===== src/rtl/fft16_stage1_ctrl.sv =====
// Load/compute/unload control around a 16-point first-stage radix-4 datapath.
// Collects a serial frame, presents it in parallel, captures results, streams them out.
module fft16_stage1_ctrl #(
    parameter int BF_LAT = 1
) (
    input  logic         clk,
    input  logic         rst_n,
    input  logic [15:0]  in_re,
    input  logic [15:0]  in_im,
    input  logic         in_valid,
    input  logic         in_last,
    output logic         in_ready,
    output logic [255:0] bf_re_in,
    output logic [255:0] bf_im_in,
    input  logic [255:0] bf_re_out,
    input  logic [255:0] bf_im_out,
    output logic [15:0]  out_re,
    output logic [15:0]  out_im,
    output logic         out_valid,
    output logic         out_last,
    input  logic         out_ready,
    output logic         busy,
    output logic         frame_err
);

    typedef enum logic [1:0] {LOAD, COMPUTE, UNLOAD} state_t;

    localparam logic [2:0] LAT = 3'(BF_LAT);

    state_t      state;
    state_t      state_nx;
    logic [3:0]  idx;
    logic [2:0]  wcnt;
    logic        run;
    logic [15:0] ibuf_re [16];
    logic [15:0] ibuf_im [16];
    logic [15:0] obuf_re [16];
    logic [15:0] obuf_im [16];
    logic        in_hs;
    logic        out_hs;
    logic        idx_end;
    logic        frame_ok;
    logic        frame_bad;
    logic        cap;

    assign in_hs     = in_valid & in_ready;
    assign out_hs    = out_valid & out_ready;
    assign idx_end   = (idx == 4'd15);
    assign frame_ok  = in_hs & in_last & idx_end;
    assign frame_bad = in_hs & (in_last ^ idx_end);
    assign cap       = (state == COMPUTE) && (wcnt == LAT);

    always_ff @(posedge clk) begin
        if (!rst_n) state <= LOAD;
        else        state <= state_nx;
    end

    always_comb begin
        state_nx = state;
        unique case (state)
            LOAD:    if (frame_ok) state_nx = COMPUTE;
            COMPUTE: if (cap) state_nx = UNLOAD;
            UNLOAD:  if (out_hs && idx_end) state_nx = LOAD;
            default: state_nx = LOAD;
        endcase
    end

    always_comb begin
        in_ready  = run && (state == LOAD);
        out_valid = (state == UNLOAD);
        out_last  = out_valid && idx_end;
        busy      = (state != LOAD);
        out_re    = out_valid ? obuf_re[idx] : 16'd0;
        out_im    = out_valid ? obuf_im[idx] : 16'd0;
    end

    // run holds in_ready low for the first cycle after reset release
    always_ff @(posedge clk) begin
        if (!rst_n) begin
            run       <= 1'b0;
            idx       <= 4'd0;
            wcnt      <= 3'd0;
            frame_err <= 1'b0;
        end else begin
            run       <= 1'b1;
            frame_err <= frame_bad;
            unique case (state)
                LOAD: begin
                    wcnt <= 3'd0;
                    if (in_hs) begin
                        if (in_last || idx_end) idx <= 4'd0;
                        else                    idx <= idx + 4'd1;
                    end
                end
                COMPUTE: begin
                    idx  <= 4'd0;
                    wcnt <= wcnt + 3'd1;
                end
                UNLOAD: begin
                    if (out_hs) idx <= idx + 4'd1;
                end
                default: idx <= 4'd0;
            endcase
        end
    end

    always_ff @(posedge clk) begin
        if (!rst_n) begin
            for (int k = 0; k < 16; k++) begin
                ibuf_re[k] <= 16'd0;
                ibuf_im[k] <= 16'd0;
                obuf_re[k] <= 16'd0;
                obuf_im[k] <= 16'd0;
            end
        end else begin
            if (in_hs) begin
                ibuf_re[idx] <= in_re;
                ibuf_im[idx] <= in_im;
            end
            if (cap) begin
                for (int k = 0; k < 16; k++) begin
                    obuf_re[k] <= bf_re_out[16*k +: 16];
                    obuf_im[k] <= bf_im_out[16*k +: 16];
                end
            end
        end
    end

    always_comb begin
        bf_re_in = '0;
        bf_im_in = '0;
        for (int k = 0; k < 16; k++) begin
            bf_re_in[16*k +: 16] = ibuf_re[k];
            bf_im_in[16*k +: 16] = ibuf_im[k];
        end
    end

endmodule


===== config.mk =====
export PLATFORM = sky130hd
export DESIGN_NAME = fft16_stage1_ctrl
export DESIGN_NICKNAME = d
export VERILOG_FILES = /design/src/rtl/fft16_stage1_ctrl.sv
export SDC_FILE = /design/constraint.sdc
export NUM_CORES = 1
export LEC_CHECK = 0
export ABC_AREA = 1
export CAP_MARGIN = 20
export CORE_AREA = 4 4 429 431
export DETAILED_ROUTE_END_ITERATION = 10
export DIE_AREA = 0 0 433 435
export PLACE_DENSITY_LB_ADDON = 0.1
export SLEW_MARGIN = 0
export SYNTH_ARGS = -nofsm -noshare
export SYNTH_HDL_FRONTEND = slang
export SYNTH_SLANG_ARGS = --single-unit

===== constraint.sdc =====
create_clock -name clk -period 18 [get_ports clk]
set_clock_uncertainty 0.2 [all_clocks]
set_input_delay 2.7 -clock clk [delete_from_list [all_inputs] [get_ports clk]]
set_output_delay 2.7 -clock clk [all_outputs]
set_load 0.1 [all_outputs]

==> flow_metrics.tcl, run 1 <==
set metrics [dict create \
    synth-async-reset-ratio_pct 0 \
    synth_area_mm2 0.0442 \
    powerDensity_mw_per_mm2 99.9 \
    num_io_pins 1098 \
    dieArea_mm2 0.188 \
    grt_overflow 0 \
    yosysTopAreaCell "edfxtp_1" \
    drt_iter0_markers 2235 \
    ys_ff_latch 1039 \
    finalNonFillerCells 7881 \
    initial_core_util_pct 24.5 \
    cts_root_buffer "clkbuf_16" \
    fp.dieW_um 433 \
    synthFlopType "edfxtp_1" \
    drv_slew 0 \
    cts_hold_buffers 0 \
    port-buffer-count 1097 \
    yosysMostFrequentCell "edfxtp_1" \
    num_rows 156 \
    core_area_mm2 0.180 \
    worstSetupEndpointType "output pin" \
    cts_max_level 4 \
    worst_ep_required_time_ns 15.10 \
    vias_per_cell 4.22 \
    final_area_mm2 0.0620 \
    synth.area.top_cells "edfxtp_1, nand2_1, nor2_1, inv_1, nand3_1" \
    tritoncts "yes" \
    syn_nets 4908 \
    setup_tns_ns 0 \
    place_congestion 0.799 \
    maxCapViolations 0 \
    syn_avg_cell_area_um2 10.1 \
    synth_cells 4351 \
    grt_max_degree 172 \
    drc 0 \
    ctsResizeCount 0 \
    hold_path.class "reg -> reg" \
    multi_input_area_mm2 0.00904 \
    hold_viol 0 \
    cts_sinks 1039 \
    slew_headroom_pct 15.1 \
    cp-start-kind "register" \
    status "completed" \
    cts_setup_buffers 0 \
    ir_worst_vdd_v 0.0000590 \
    clk_path_buf_depth 3 \
    seqCellArea_mm2 0.0311 \
    timing.final.ws_setup_ns 9.26 \
    synthTopCellsByCount "edfxtp_1, nand2_1, nor2_1" \
    post_dp_cell_area_mm2 0.0578 \
    drt-total-wl_mm 196 \
    ant_nets 0 \
    path_class "reg -> out" \
    leakage_nw 26.8 \
    fmax_ghz 0.114 \
    cp_max_fo 125 \
    placed_cells 7632 \
    syn2layout_area_growth_pct 40.4 \
    worst_pin_slew_ns 1.27 \
    grt.total_usage_pct 20.3 \
    post-route-period-util_pct 48.6 \
    cp.arrival_ns 5.84 \
    synth-edff-count 1024 \
    clkLatencyLatePin_ns 0.76 \
    yosysTopAreaCellShare_pct 69.6 \
    final_nets 5953 \
    clkTransAtPathRegs_ns 0.05 \
    drive_gt1_share_pct 4.97 \
    die_h_um 435 \
    finalSetupViolCount 0 \
    dr.pass1.iters 5 \
    vias 33300 \
    detail_route.wl_per_cell_um 24.9 \
    hpwl_mm 140 \
    period_minus_slack_ns 8.74 \
    yosysWarnings 0 \
    synth.distinct_cells 22 \
    p_total_w 0.00619 \
    first_global_vias 34200 \
    cts_buffers 131 \
    n_fill_cell 18800 \
    seq_area_frac_synth_pct 70.3 \
    rsz0062_at_grt "no" \
    grt_first_pass_wirelength_mm 270 \
    antenna_found_initial 39 \
    dpl_worst_slack_ns 9.81 \
]
==> flip-flops by register name (all words and copies together), names as in the netlist, named ones only <==
name,cells
frame_err,1
ibuf_im,256
ibuf_re,256
idx,4
obuf_im,256
obuf_re,256
run,1
state,2
wcnt,3
==> kinds of logic (layout without fill, tap and decap cells) <==
group | count (synthesis) | after routing | share of synthesized area (%)
buffers and inverters | 1076 | 2223 | 9.32
AO/OA/AOI/OAI | 46 | 46 | 0.536
AND/OR/NAND/NOR | 2182 | 2182 | 19.6
other | 0 | 13 | 0
flip-flops | 1039 | 1039 | 70.3
adder cells (fa/ha/maj) | 8 | 8 | 0.227
==> cell usage in the layout, fill, tap and decap left out, types with 3 or more instances in the layout <==
master           instances
clkbuf_8                 3
clkinv_2                14
o21ai_0                  5
clkbuf_16              137
diode_2                 13
nand2_1                984
nand2_2                 13
ha_1                     8
clkbuf_1                36
dfxtp_4                  3
inv_1                  821
nand3_1                325
nor2_1                 846
buf_4                   53
edfxtp_1              1024
clkdlybuf4s50_1       1094
inv_6                    7
bufinv_16                8
a21oi_1                 38
dfxtp_1                 11
nand3_2                  4
buf_12                   7
clkinv_1                26
nor2_4                   4
buf_16                   4
inv_2                    5
clkinvlp_4               3
==> power breakdown <==
group	switching (W)	internal (W)	leakage (nW)
Combinational	0.000580	0.000223	14.1
Clock	0.00108	0.00152	2.01
Sequential	0.0000352	0.00275	10.6
==> worst paths after layout <==
path                 start             to  slack (ns)  cells past startpoint
setup / recovery  register     out_re[10]        9.26                     10
hold / removal     wcnt[0]        wcnt[0]        0.33                      1
setup reg to reg   wcnt[1]  obuf_im[8][1]       14.03                      7
hold reg to reg    wcnt[0]        wcnt[0]        0.33                      1
==> critical path: stages (launching register included) <==
cell,delay (ns)
dfxtp_4,0.60
inv_8,0.65
buf_4,0.74
buf_4,0.78
nand2_1,0.11
nand2_1,0.10
nand2_1,0.06
nand3_1,0.12
nand3_1,0.08
a21oi_1,0.40
clkdlybuf4s50_1,1.22
==> area by class of cell <==
cell class                      count  area share, %
Clock inverter                     60          0.904
Antenna cell                       13         0.0525
Tap cell                         2370           4.78
Sequential cell                  1039           50.1
Inverter                          829           5.04
Multi-Input combinational cell   2236           14.6
Clock buffer                      175           5.79
Timing Repair Buffer             1159           18.7
==> per-layer routing <==
metal	track usage [%]	wire length (um)
met5	0	76
met4	5.93	5470
met3	4.69	11400
met2	38.2	105000
met1	22.4	73800
==> metrics by stage <==
stage	util [%]	hold WS (ns)
after floorplan	-	0.274
after global placement	32.0	0.308
after detailed placement	32.1	0.322
after CTS	34.4	0.333
after global routing	34.4	0.346
final	34.4	0.334
No activity file was read; power rests on OpenSTA's default activity.
==> run 2: changes to the inputs <==
- clock period: 18 -> 8.18 ns (I/O delays scaled with it)
==> run 2 against run 1 <==
  * Die area stayed put
  * Utilization is 0.12 points lower
  * Power is 120% higher
  * Via count is 1.2% lower
  * Flip-flop and latch count stayed put
  * Non-clock buffer count stayed put
  * Sequential share of layout area is 0.17 points higher
  * Register-to-register slack worse by 9.8 ns
  * Critical path depth is 1 lower
  * Wire length is 1.0% lower
  * Design area is 0.34% lower
  * First-iteration DRC count is 2.5% lower
==> flow_metrics.tcl, run 2 (synthesis gave the netlist of run 1 again) <==
set metrics [dict create \
    worst_pin_slew_ns 1.18 \
    core_area_mm2 0.180 \
    placed_cells 7633 \
    hold_viol 0 \
    drc 0 \
    r2r.worst_path.cells 7 \
    drt-total-wl_mm 194 \
    clkTransAtPathRegs_ns 0.06 \
    grt_first_pass_wirelength_mm 266 \
    die_h_um 435 \
    finalSetupViolCount 0 \
    first_global_vias 33200 \
    initial_core_util_pct 24.5 \
    place_congestion 0.790 \
    fp.dieW_um 433 \
    grt.total_usage_pct 20.0 \
    antenna_found_initial 40 \
    max_stage_delay_ns 1.21 \
    tritoncts "yes" \
    path_class "reg -> out" \
    status "completed" \
    rsz0062_at_grt "no" \
    mostFrequentLayoutCells "clkdlybuf4s50_1, edfxtp_1, nand2_1" \
    maxCapViolations 0 \
    rr_startpoint "wcnt[1]" \
    drv_slew 0 \
    cts_buffers 121 \
    final_nets 5943 \
    syn2layout_area_growth_pct 39.9 \
    hold_path.class "reg -> reg" \
    crit_path_cell_trace "inv_8 > buf_4 > nand2_1 > nand2_1 > nand2_1 > nand3_1 > nand3_1 > a21oi_1 > clkdlybuf4s50_1" \
    powerDensity_mw_per_mm2 217 \
    ctsResizeCount 0 \
    vias_per_cell 4.17 \
    cp.arrival_ns 4.80 \
    r2r-end "obuf_im[3][8]" \
    ir_worst_vdd_v 0.000173 \
    ant_nets 0 \
    hold_path.startpoint "wcnt[0]" \
    r2r_setup_slack_ns 4.25 \
    clk_path_buf_depth 3 \
    slew_headroom_pct 21.1 \
    setup_tns_ns 0 \
    num_rows 156 \
    hpwl_mm 136 \
    fmax_ghz 0.160 \
    dieArea_mm2 0.188 \
    num_io_pins 1098 \
    grt_overflow 0 \
    worst_ep_required_time_ns 6.75 \
    worst_hold_slack_ns 0.328 \
    cts_hold_buffers 0 \
    cts_max_level 3 \
    worstSetupEndpointType "output pin" \
    crit_top_cell "nand2_1" \
    mostFrequentLayoutCell "clkdlybuf4s50_1" \
    grt_max_degree 163 \
    min_path_cells 1 \
    port-buffer-count 1097 \
    finalNonFillerCells 7875 \
    cts_root_buffer "clkbuf_16" \
    cts_sinks 1039 \
    clkLatencyLatePin_ns 0.75 \
    cp-start-kind "register" \
    detail_route.wl_per_cell_um 24.6 \
    seqCellArea_mm2 0.0311 \
    multi_input_area_mm2 0.00904 \
    n_fill_cell 18600 \
    period_minus_slack_ns 6.23 \
    drt_iter0_markers 2180 \
    cp_max_fo 111 \
    worst_path_max_delay_cell "clkdlybuf4s50_1" \
    hold_end "wcnt[0]" \
    cts_setup_buffers 0 \
    drive_gt1_share_pct 5.23 \
    leakage_nw 26.7 \
    post-route-period-util_pct 76.2 \
    vias 32900 \
    dr.pass1.iters 5 \
]
==> run 2: critical path: cells and delay by family (launching register included) <==
family,cells,cell delay (ns)
buf+inv,3,2.49
simple gates,5,0.62
flops,1,0.56
compound gates,1,0.29
==> run 2: metrics by stage <==
step	area (um2)	util, %	power, W	worst slack, ns
after detailed placement	57800	32.1	0.00805	2.59
after global routing	61800	34.3	0.0139	1.59
after floorplan	44200	-	0.00729	2.19
final	61800	34.3	0.0134	1.95
after CTS	61700	34.3	0.0136	1.71
after global placement	57600	32.0	0.00805	2.58
==> run 2: how the worst max path moves through the flow <==
stage / start / to / slack, ns
finish: register / out_re[14] / 1.95
global route: register / out_im[1] / 1.59
CTS: register / out_im[8] / 1.71
detailed placement: register / out_im[8] / 2.59
global placement: register / out_im[8] / 2.58
floorplan: rst_n / obuf_im[0][0] / 2.19
==> run 2: cell type report <==
| type | count | area share (%) |
|---|---|---|
| Inverter | 829 | 5.06 |
| Sequential cell | 1039 | 50.3 |
| Multi-Input combinational cell | 2236 | 14.6 |
| Antenna cell | 13 | 0.0527 |
| Clock buffer | 147 | 5.06 |
| Tap cell | 2370 | 4.80 |
| Clock inverter | 82 | 1.34 |
| Timing Repair Buffer | 1159 | 18.8 |
==> run 2: layer usage <==
| layer | share of wire, % | up-vias | track usage, % |
|---|---|---|---|
| li1 | - | 15600 | - |
| met2 | 53 | 1015 | 37.3 |
| met5 | 0.046 | - | 0 |
| met1 | 37 | 16000 | 22.0 |
| met3 | 6.0 | 233 | 4.48 |
| met4 | 3.3 | 12 | 6.94 |
==> run 2: where the power goes <==
part           switching, W  leakage [nW]  internal (W)
Combinational       0.00128          14.1      0.000492
Clock               0.00236          1.94       0.00314
Sequential        0.0000713          10.6       0.00606
Total               0.00372          26.7       0.00969
